--- src/rtl/ascii_pkg.sv ---
// Shared ASCII constants and enums for the hex-word parser and its
// character classifier.
package ascii_pkg;
  localparam logic [7:0] CH_SP     = 8'h20;
  localparam logic [7:0] CH_CR     = 8'h0D;
  localparam logic [7:0] CH_LF     = 8'h0A;
  localparam logic [7:0] CH_TAB    = 8'h09;
  localparam logic [7:0] CH_COMMA  = 8'h2C;
  localparam logic [7:0] CH_USCORE = 8'h5F;

  typedef enum logic [1:0] {CLS_HEX, CLS_SEP, CLS_SKIP, CLS_OTHER} char_cls_t;
  typedef enum logic [1:0] {ST_IDLE, ST_ACCUM, ST_EMIT} state_t;
endpackage

--- src/rtl/ascii_hex_classify.sv ---
// Combinational ASCII character classifier: hex digit / separator / skip / other,
// plus the nibble value for hex digits.
module ascii_hex_classify
  import ascii_pkg::*;
(
  input  logic [7:0] ch,
  output char_cls_t  cls,
  output logic [3:0] nibble
);
  always_comb begin
    cls    = CLS_OTHER;
    nibble = 4'h0;
    if (ch >= 8'h30 && ch <= 8'h39) begin
      cls    = CLS_HEX;
      nibble = ch[3:0];
    end else if ((ch >= 8'h41 && ch <= 8'h46) || (ch >= 8'h61 && ch <= 8'h66)) begin
      // 'A'/'a' have low nibble 1, so value = low nibble + 9
      cls    = CLS_HEX;
      nibble = ch[3:0] + 4'd9;
    end else if (ch == CH_SP || ch == CH_COMMA || ch == CH_CR ||
                 ch == CH_LF || ch == CH_TAB) begin
      cls = CLS_SEP;
    end else if (ch == CH_USCORE) begin
      cls = CLS_SKIP;
    end
  end
endmodule

--- src/rtl/ascii_hex_word_parser.sv ---
// Assembles ASCII hex digits into WORD_W-bit words with valid/ready on both
// sides; illegal characters pulse err and drop the partial word.
module ascii_hex_word_parser
  import ascii_pkg::*;
#(
  parameter  int WORD_W   = 32,
  parameter  int ERRCNT_W = 8,
  localparam int DIGITS   = WORD_W / 4,
  localparam int CNT_W    = $clog2(DIGITS + 1)
) (
  input  logic                clk,
  input  logic                rst,
  input  logic                char_valid,
  input  logic [7:0]          char_data,
  output logic                char_ready,
  output logic                word_valid,
  output logic [WORD_W-1:0]   word_data,
  output logic [CNT_W-1:0]    word_ndigits,
  input  logic                word_ready,
  output logic                err,
  output logic [ERRCNT_W-1:0] err_count
);
  char_cls_t          cls;
  logic [3:0]         nib;
  logic               take;
  state_t             state;
  logic [WORD_W-1:0]  acc;
  logic [CNT_W-1:0]   cnt;

  ascii_hex_classify u_cls (.ch(char_data), .cls(cls), .nibble(nib));

  assign take         = char_valid & char_ready;
  assign word_data    = acc;
  assign word_ndigits = cnt;

  always_ff @(posedge clk) begin
    if (rst) begin
      state      <= ST_IDLE;
      acc        <= '0;
      cnt        <= '0;
      char_ready <= 1'b0;
      word_valid <= 1'b0;
      err        <= 1'b0;
      err_count  <= '0;
    end else begin
      err <= 1'b0;
      case (state)
        ST_IDLE, ST_ACCUM: begin
          char_ready <= 1'b1;
          if (take) begin
            case (cls)
              CLS_HEX: begin
                acc <= (acc << 4) | WORD_W'(nib);
                cnt <= cnt + 1'b1;
                if (cnt == CNT_W'(DIGITS - 1)) begin
                  state      <= ST_EMIT;
                  char_ready <= 1'b0;
                  word_valid <= 1'b1;
                end else begin
                  state <= ST_ACCUM;
                end
              end
              CLS_SEP: begin
                if (state == ST_ACCUM) begin
                  state      <= ST_EMIT;
                  char_ready <= 1'b0;
                  word_valid <= 1'b1;
                end
              end
              CLS_OTHER: begin
                err <= 1'b1;
                if (err_count != '1) err_count <= err_count + 1'b1;
                acc   <= '0;
                cnt   <= '0;
                state <= ST_IDLE;
              end
              default: ;
            endcase
          end
        end
        ST_EMIT: begin
          // word held stable until the consumer takes it
          if (word_ready) begin
            state      <= ST_IDLE;
            acc        <= '0;
            cnt        <= '0;
            word_valid <= 1'b0;
            char_ready <= 1'b1;
          end
        end
        default: state <= ST_IDLE;
      endcase
    end
  end
endmodule

--- config.mk ---
export PLATFORM = sky130hd
export DESIGN_NAME = ascii_hex_word_parser
export DESIGN_NICKNAME = d
export VERILOG_FILES = /design/src/rtl/ascii_pkg.sv /design/src/rtl/ascii_hex_classify.sv /design/src/rtl/ascii_hex_word_parser.sv
export SDC_FILE = /design/constraint.sdc
export NUM_CORES = 1
export LEC_CHECK = 0
export CAP_MARGIN = 40
export CORE_MARGIN = 3
export CORE_UTILIZATION = 48
export CTS_CLUSTER_SIZE = 40
export DETAILED_ROUTE_END_ITERATION = 8
export PLACE_DENSITY = 0.79
export SLEW_MARGIN = 10
export SYNTH_ARGS = -nofsm -noshare
export SYNTH_HDL_FRONTEND = slang
export SYNTH_SLANG_ARGS = --single-unit
--- constraint.sdc ---
create_clock -name clk -period 2.6 [get_ports clk]
set_input_delay 0.39 -clock clk [delete_from_list [all_inputs] [get_ports clk]]
set_output_delay 0.39 -clock clk [all_outputs]
set_load 0.005 [all_outputs]
; Word level (Yosys, flattened, before mapping)
; Index checks and enable logic that the tools add are counted.
[op_classes]
n_addsub = 3
magnitude_cmp = 6
n_eq_ne = 19
n_mux = 33
bitwise_logic = 4
reduce_logical = 18
[ops]
columns = op, n
row1 = $pmux W32 S2, 2
row2 = $mux W32, 2
row3 = $or A32 B4 Y32, 1
row4 = $eq A8 B4 Y1 const B, 3
row5 = $eq A8 B6 Y1 const B, 2
row6 = $ge A8 B7 Y1 const B, 2
row7 = $le A8 B7 Y1 const B, 2
row8 = $mux W4, 4
row9 = $pmux W4 S2, 2
row10 = $mux W2, 7
row11 = $reduce_and A4 Y1, 3
row12 = $mux W1, 10
row13 = $add A8 B1 Y8 const B, 1
row14 = $eq A8 B7 Y1 const B, 1
row15 = $ge A8 B6 Y1 const B, 1
row16 = $le A8 B6 Y1 const B, 1
row17 = $ne A8 B8 Y1 const B, 1
row18 = $pmux W1 S2, 4
row19 = $ne A3 B1 Y1 const B, 2
row20 = $ne A3 B3 Y1 const B, 2
row21 = $pmux W2 S3, 1
row22 = $reduce_and A6 Y1, 1
row23 = $logic_or A1 B1 Y1, 5
row24 = $add A4 B1 Y4 const B, 1
row25 = other kinds (15), 22
[totals]
register_bits = 49
in_bits = 12
out_inout_bits = 47

; Logic depth before layout (Yosys ltp)
; Gate-level depths: netlist (run 1).
[logic_depth]
depth_word = 12
ltp_mapped = 10
depth_no_buf = 8

; Modules after synthesis
; From an unflattened synthesis (run 1), not the netlist that was laid out.
[unflattened]
cells_unflattened = 263
area_unflattened_um2 = 2383.5
[by_module_without_submodules]
columns = mod, n_inst, cells_each, area_per_inst_um2, seq_area_each_um2
row1 = ascii_hex_word_parser, 1, 232, 2124.5, 980.9
row2 = ascii_hex_classify, 1, 31, 259.0, 0.0

; Worst setup path before layout (run 1)
; OpenSTA, ideal clock, no wires.
[synth_path]
path_type = input to register
from = in char_data[1]
to = reg err_count[5]
setup_ns = 0.123
arrival_ns = 2.105
setup_slack_ns = 0.372
path_stages = 9
path_buffers = 1
path_cell_list = inv_1 -> ha_1 -> o21bai_4 -> a2111oi_4 -> nor2_4 -> and3_4 -> buf_6 -> nand4_1 -> mux2_1
[synth_between]
elab_chain_cells = 10
elab_cells_between_ends = 26
cone_classes = order compare (6) / eq/ne (7) / mux (4) / reduce/logical (9)
[synth_lines]
columns = element, line
row1 = start: declaration, ascii_hex_word_parser.sv:14  ; input logic [7:0] char_data,
row2 = branches (longest 7 deep; another with $ge A8 B7 Y1), --
row3 = $mux W2 *, ascii_hex_classify.sv:13  ; if (ch >= 8'h30 && ch <= 8'h39) begin
row4 = $eq A2 B2 Y1 *, ascii_hex_word_parser.sv:51  ; case (cls)
row5 = $reduce_and A4 Y1 (no source line) *, --
row6 = end signal: assignment, ascii_hex_word_parser.sv:72  ; if (err_count != '1) err_count <= err_count + 1'b1;
row7 = end: declaration, ascii_hex_word_parser.sv:21  ; output logic [ERRCNT_W-1:0] err_count
; Every way passes the cells marked *.
; A chain may end at the register's enable or synchronous reset.

; Final worst setup path (run 1)
; Same ends and word-level chain as after synthesis.

==> results.txt, run 1 <==
- The total count of max-transition violations in the final report is 0.
* Most common library cell in the layout ignoring fill and taps: sky130_fd_sc_hd__clkdlybuf4s50_1
- Post-DP Area: ~0.0031 mm²
- TritonCTS built the clock tree.
* Combined flip-flop and latch cell area: 980.9 µm²
- Global routing's busiest layer: met2
- For this configuration, the core starts out at a cell density of 0.5115.
- By area, the combinational part of the netlist is dominated by simple AND/OR/NAND/NOR gates.
- Slew HR: 0.7147
- Post-detailed-route count of antenna-violating nets: 0
- The Yosys step of the flow raised 0 warnings.
* Routed wire length: ~5300 µm
- Post-synthesis share of cell area spent on and, or, nand and nor gates: 0.2373
- In the final routed layout, each cell accounts on average for 14.17 µm.
- The most numerous cell type found on the critical path is sky130_fd_sc_hd__and3_4.
- Counting the buffers created by CTS gives 5.
- Counting flops and latches in the post-synthesis netlist gives a little under 50.
* DRC violation count after routing: 0
- Critical path's slowest cell: sky130_fd_sc_hd__clkdlybuf4s50_1
* Final-stage net count: about 340
* Global-route wire length before repair: approximately 8600 µm
* Crit start category: input port
- Measured in cells, the most critical reg-to-reg path has a length of 6.
- In the synthesized netlist the dominant register cell turns out to be sky130_fd_sc_hd__dfxtp_1.
* Total of fill cells in the finished design: roughly 370
* Placement-stage worst setup slack: -0.1188 ns
* Count of cells along the worst hold path: 2
* Launch instance of the worst min-delay path: word_data[1]
- The longest clock path from root to sink contains 2 buffers.
* Top library cells by usage in the layout, fill and taps aside: sky130_fd_sc_hd__clkdlybuf4s50_1, sky130_fd_sc_hd__dfxtp_1, sky130_fd_sc_hd__nor2_1, sky130_fd_sc_hd__a22oi_1, sky130_fd_sc_hd__buf_4
- The finished cells cover roughly 0.0032 mm².
- Together, buffers and inverters on the worst path number 2.
- Overall die area: approximately 0.0056 mm²
* Count of cell types in the netlist: 52
- X dimension of the die: 75.05 µm
- In this run, post-CTS repair resized a total of 0 instances.
- Share of async-settable or async-resettable flops after synthesis: 0
* Post-placement cell count: about 370
- Overflow left after global routing: 0
- Final std cells w/o fill: 374
- Origin of the critical flop-to-flop path: state[1]
* Synth Area in Compound Gates: 0.2056
* H-tree depth reported by CTS: 2
- Period utilisation layout: 0.9234
- Setup total negative slack: 0 ns
- For the worst setup path, the data required time is about 2.8 ns.
- Average vias per placed instance: around 5.7
- Utilization of the core after routing: 0.7120
* Setup Skew: around 0.0057 ns
- Drt first-iter violations: 105
* Setup repair after global routing missed its margin: false
- The share of synthesized area in the top cell type comes to 0.4286.
* Cell type group with the largest total delay on the critical path: simple AND/OR/NAND/NOR gates
- The worst setup path is captured at a register.
* Clock Pin Slew Worst Setup and Hold Paths: approximately 0.09 ns
* Met1 track demand over resource in global routing: 0.2471
* Pre-antenna DRT Iters: 4
- On the final layout, the worst hold slack is between 0.4 and 0.5 ns.
- Pin count of the biggest net entering global routing: 33
* Number of clock sinks: 49
- Of the total synthesized cell area, the portion taken by full adders, half adders and majority gates is 0.03827.
- Number of vias in the routed layout: roughly 2,100
* Number of maximum-capacitance constraint violations: 0
- Delay of the slowest cell on the worst path: approximately 0.50 ns
- Type of the tightest min-delay check: reg2reg
- Diode count: 0
- Global-route usage over all layers: 0.1937
- Summing internal, switching and leakage power gives around 1.4 mW.
- Post-Synthesis Mean Instance Area: between 9 and 10 µm²
- Number of cell rows: 24
- Counting every instance in the synthesized netlist gives between 200 and 250.
* Final count of hold timing violations: 0
* Layout-stage area growth over the synthesis result: 39.20%
- R2R Setup Slk: 0.82 ns
* Power per Cell Area: 453.8 mW/mm²
* Yosys top cell by area: sky130_fd_sc_hd__dfxtp_1
* Clk_lat worst skew: ~0.29 ns
- For the pin with the worst max-slew slack, the measured transition is roughly 0.43 ns.
- Leakage power: between 1 and 1.5 nW
* Core area: between 0.004 and 0.005 mm²
- Sequential cell area fraction in the yosys report: 0.4286
* Initial antenna violation count: 0
- Yosys mapped a number of flops with a built-in enable equal to 0.
- The worst hold path terminates at word_data[1].
* Result of the run: finished, final reports clean
- Via count of the first global-routing pass: around 2,000
- Fraction of final layout cells with drive strength greater than 1: 0.1553
- Buffers inserted during post-CTS setup optimization: 0
- Destination of the worst register-to-register timing path: word_data[1]
* Post-Synth XOR/XNOR Area: 0.01914
* Multi-input logic area: 0.001197 mm²
* Minimum setup slack in the final design: 0.1992 ns
- Critical Setup Path Class: in2reg
- The number of nets handed over by synthesis was approximately 270.
- Number of setup violations in the final report: 0
* Final RePlAce weighted congestion: 0.8758
- Measured along the y axis, the die boundary spans roughly 75 µm.
* Maximum vdd ir drop: 384.3 µV
- Post-synth design cell area: 0.002288 mm²
- For met2 alone, demand over resource in global routing was 0.3356.
* Data arrival time at the worst-slack endpoint: approximately 2.6 ns
- Minimum clock period: approximately 2.4 ns
* Number of primary I/O pins: slightly below 60
- Buffers inserted to repair hold after CTS numbered 0.
* Number of port buffers: between 50 and 60
* Maximum fanout along the worst path: 5
* Cell types occupying the most area after synthesis: sky130_fd_sc_hd__dfxtp_1, sky130_fd_sc_hd__a22oi_1, sky130_fd_sc_hd__nor2_1
* Share of synthesized area spent on multiplexers: 0.01859
- FMAX: around 420 MHz
- Cell at the root of the clock tree: sky130_fd_sc_hd__clkbuf_8
- Final HPWL DP: a little under 4000 µm
- Met3 Use GR: 0.03738
* List of cells traversed by the critical path: clkdlybuf4s50_1, inv_1, ha_1, or3b_1, and3_4, nor2_4, and3_4, nand4_1, mux2_1
kinds of logic after synthesis:
kind of cell	count (synthesis)
multiplexers	4
AO/OA/AOI/OAI	61
flip-flops	49
XOR/XNOR	5
adder cells (fa/ha/maj)	7
buffers and inverters	21
AND/OR/NAND/NOR	99
area by class of cell:
cell class | instances | area share
clock buffer | 5 | 0.02160
clock inverter | 2 | 0.01100
inverter | 6 | 0.007070
multi-input combinational | 176 | 0.3759
sequential | 49 | 0.3079
tap | 52 | 0.02042
timing repair buffer | 84 | 0.2561
how the worst max path moves through the flow:
stage | startpoint | end | slack, ns | cells after the start
6_report | char_data[1] | err_count[5] | 0.20 | 9
4_1_cts | char_data[1] | err_count[5] | 0.20 | 9
3_5_place_dp | char_data[1] | err_count[5] | -0.12 | 9
3_3_place_gp | char_data[1] | err_count[5] | -0.05 | 9
2_1_floorplan | char_data[1] | err_count[5] | 0.37 | 9
5_1_grt | char_data[1] | word_data[20] | 0.04 | 11
flip-flops by register name, summed over array words and instances, names as in the netlist:
signal        cells
char_ready        1
err               1
err_count         8
state             2
word_data        32
word_ndigits      4
word_valid        1
routing by layer:
| metal | wire (µm) | up-vias | part of all wire |
|---|---|---|---|
| met5 | 0 | - | 0 |
| met4 | 53 | 0 | 0.010 |
| met3 | 178 | 7 | 0.034 |
| met2 | 2645 | 44 | 0.50 |
| met1 | 2422 | 1019 | 0.46 |
| li1 | - | 1046 | - |
tightest hold or removal path, cell delays in order, from the launching register on:
cell and delay [ns]:
sky130_fd_sc_hd__dfxtp_1 0.34, sky130_fd_sc_hd__nand2_1 0.06, sky130_fd_sc_hd__a21oi_1 0.05
cells in the mapped netlist (all sizes together), types with 4 or more instances:
cell / n
a211oi: 4
a21oi: 10
buf: 10
ha: 7
dfxtp: 49
nor3: 5
nor2b: 4
nand3: 12
nor2: 46
inv: 6
a22oi: 30
nand2: 9
clkbuf: 5
power by group:
part,internal (mW),total [mW],switching [mW]
combinational,0.0832,0.170,0.0871
sequential,0.756,0.761,0.00575
clock,0.280,0.514,0.234
Power figures use the tool's default switching activity.
==> run 2, diff against run 1 <==
--- a/config.mk
+++ b/config.mk
@@ -11,6 +11,7 @@
 export CTS_CLUSTER_SIZE = 40
 export DETAILED_ROUTE_END_ITERATION = 8
 export PLACE_DENSITY = 0.79
+export REMOVE_ABC_BUFFERS = 1
 export SLEW_MARGIN = 10
 export SYNTH_ARGS = -nofsm -noshare
 export SYNTH_HDL_FRONTEND = slang
==> results.txt, run 2 (synthesis results as in run 1) <==
- The flow ran to the end, and the final reports show no timing, DRC or antenna violations.
- Post-DP Area: 0.003069 mm² (-0.41%)
- The total routing resource utilization after global routing is 0.2040 (+0.01029).
- The static leakage came to 1.155 nW (-0.22%).
* Placement-stage worst setup slack: -0.1719 ns (-0.05311 ns)
- Required time at the worst-slack endpoint: 2.81 ns (+0.02 ns)
- Final HPWL DP: 3932 µm (-0.45%)
- The floorplan core area was 0.004474 mm² (unchanged).
- The effective utilization at floorplan was 0.5115 (unchanged).
- The DRC violation total after the first TritonRoute iteration came to 147 (+40%).
- The final weighted congestion in routability-driven placement is 0.8564 (-2.2%).
- The slew of the pin with the lowest slew margin came to 0.4459 ns (+0.01801 ns).
- The final count of negative-setup-slack endpoints is 0 (unchanged).
* Power per Cell Area: 460.4 mW/mm² (+1.5%)
- Setup repair after global routing missed its margin: false
* Number of maximum-capacitance constraint violations: 0 (unchanged)
- Average vias per placed instance: 5.713 (+0.97%)
* Number of cell rows: 24 (unchanged)
- Total power after layout: 1.465 mW (+1.3%)
- Number of clock sinks: 49 (unchanged)
- Flip-flop count of the largest register after layout: 32 (unchanged)
- The fraction of layout cells with a size suffix above 1 is 0.1574 (+0.002128).
- Most common library cell in the layout ignoring fill and taps: sky130_fd_sc_hd__clkdlybuf4s50_1
- The maximum number of pins on one net before global-route repair is 46 (+39%).
- The number of iterations in the first detailed-routing pass was 5 (+1).
* Diode count: 0 (unchanged)
- The I/O pin count is 59 (unchanged).
- Final-stage net count: 342 (+0.29%)
* Number of vias in the routed layout: 2,148 (+1.5%)
- The number of resized instances in the post-cts repair step came to 0 (unchanged).
- The maximum fanout along the worst path was 6 (+1).
- Clock Pin Slew Worst Setup and Hold Paths: 0.08 ns (about the same)
* Maximum vdd ir drop: 338.2 µV (-12%)
* Die Height: 75.05 µm (unchanged)
* Buffers inserted during post-CTS setup optimization: 0 (unchanged)
* H-tree depth reported by CTS: 2 (unchanged)
- Max Root-Sink Buffers: 2 (unchanged)
- Clock tree synthesis selected as its root buffer the cell sky130_fd_sc_hd__clkbuf_8.
- The die outline area is 0.005632 mm² (unchanged).
- Setup crit end kind: register
- The final worst clock skew was 0.005080 ns (-0.0006384 ns).
- Final std cells w/o fill: 376 (+0.53%)
- Initial antenna violation count: 0 (unchanged)
- Via count of the first global-routing pass: 1,990 (-0.25%)
* X dimension of the die: 75.05 µm (unchanged)
- DRC violation count after routing: 0 (unchanged)
- The final critical-path setup slack came to 0.1545 ns (-0.04476 ns).
- The total count of max-transition violations in the final report was 0 (unchanged).
* Final count of hold timing violations: 0 (unchanged)
- CTS tree: done
- Leaving out fill and tap cells, the most frequent cells in the layout are sky130_fd_sc_hd__clkdlybuf4s50_1, sky130_fd_sc_hd__dfxtp_1, sky130_fd_sc_hd__nor2_1, sky130_fd_sc_hd__a22oi_1, sky130_fd_sc_hd__buf_4.
- The routed wire length per instance was 14.32 µm (+1.0%).
- Period utilisation layout: 0.9406 (+0.01721)
- The count of nets left with antenna violations after detail routing was 0 (unchanged).
- Global-route wire length before repair: 9101 µm (+5.4%)
- The number of hold-repair buffers added at the cts stage is 0 (unchanged).
* Type of the tightest min-delay check: in2reg
* Clk_lat worst skew: 0.31 ns (+0.02 ns)
- The final wirelength was 5384 µm (+1.6%).
- Data arrival time at the worst-slack endpoint: 2.65 ns (+0.06 ns)
- The global route total overflow was 0 (unchanged).
* Layout-stage area growth over the synthesis result: 39.04%
* Final Instance Area: 0.003182 mm² (-0.12%)
- The total of buffers placed on input and output ports is 58 (unchanged).
* Post-placement cell count: 368 (+0.27%)
- The normalized max-slew margin was 0.6985 (-0.01620).
* Critical Setup Path Class: in2reg
- FMAX: 408.9 MHz (-1.8%)
- TritonCTS Buffers: 5 (unchanged)
* Crit start category: input port
- Minimum clock period: 2.446 ns (+0.04476 ns)
## run 2: final timing paths
kind / startpoint / end / slack, ns / cells past startpoint
max: char_data[1] / err_count[2] / 0.15 / 10
min: rst / err_count[1] / 0.38 / 2
max reg2reg: state[1] / word_data[1] / 0.60 / 7
min reg2reg: word_data[1] / word_data[1] / 0.49 / 2
## run 2: report_power, final
group | switching, mW | internal [mW] | leakage (nW)
Combinational | 0.0830 | 0.0772 | 0.704
Clock | 0.252 | 0.289 | 0.0554
Sequential | 0.00868 | 0.756 | 0.395
Total | 0.343 | 1.12 | 1.15
## run 2: metal layers
layer,global-route usage,up-vias,part of all wire
met2,0.3414,67,0.49
met5,0,-,0
met1,0.2609,1013,0.43
met3,0.04139,11,0.054
li1,-,1057,-
met4,0.07115,0,0.018
## run 2: cell type report
cell class	instances	area (µm²)
timing repair buffer	85	803.3
sequential	49	980.9
inverter	6	22.52
tap	52	65.06
clock inverter	2	38.79
fill	352	1292
multi-input combinational	176	1199
clock buffer	6	72.57
## run 2: critical path: stages
cell,delay (ns)
sky130_fd_sc_hd__clkdlybuf4s50_1,0.52
sky130_fd_sc_hd__inv_1,0.09
sky130_fd_sc_hd__ha_1,0.24
sky130_fd_sc_hd__or3b_1,0.38
sky130_fd_sc_hd__and3_4,0.21
sky130_fd_sc_hd__nor2_4,0.14
sky130_fd_sc_hd__and3_4,0.23
sky130_fd_sc_hd__buf_4,0.12
sky130_fd_sc_hd__a21oi_1,0.07
sky130_fd_sc_hd__a211oi_1,0.26
## run 2: metrics by stage
stage	utilization	hold slack, ns	setup TNS [ns]
after global placement	0.6815	0.4815	-1.239
after detailed placement	0.6860	0.4832	-4.259
final	0.7111	0.3775	0
after CTS	0.7109	0.3645	0
after global routing	0.7111	0.3951	0
after floorplan	-	0.4547	-18.30
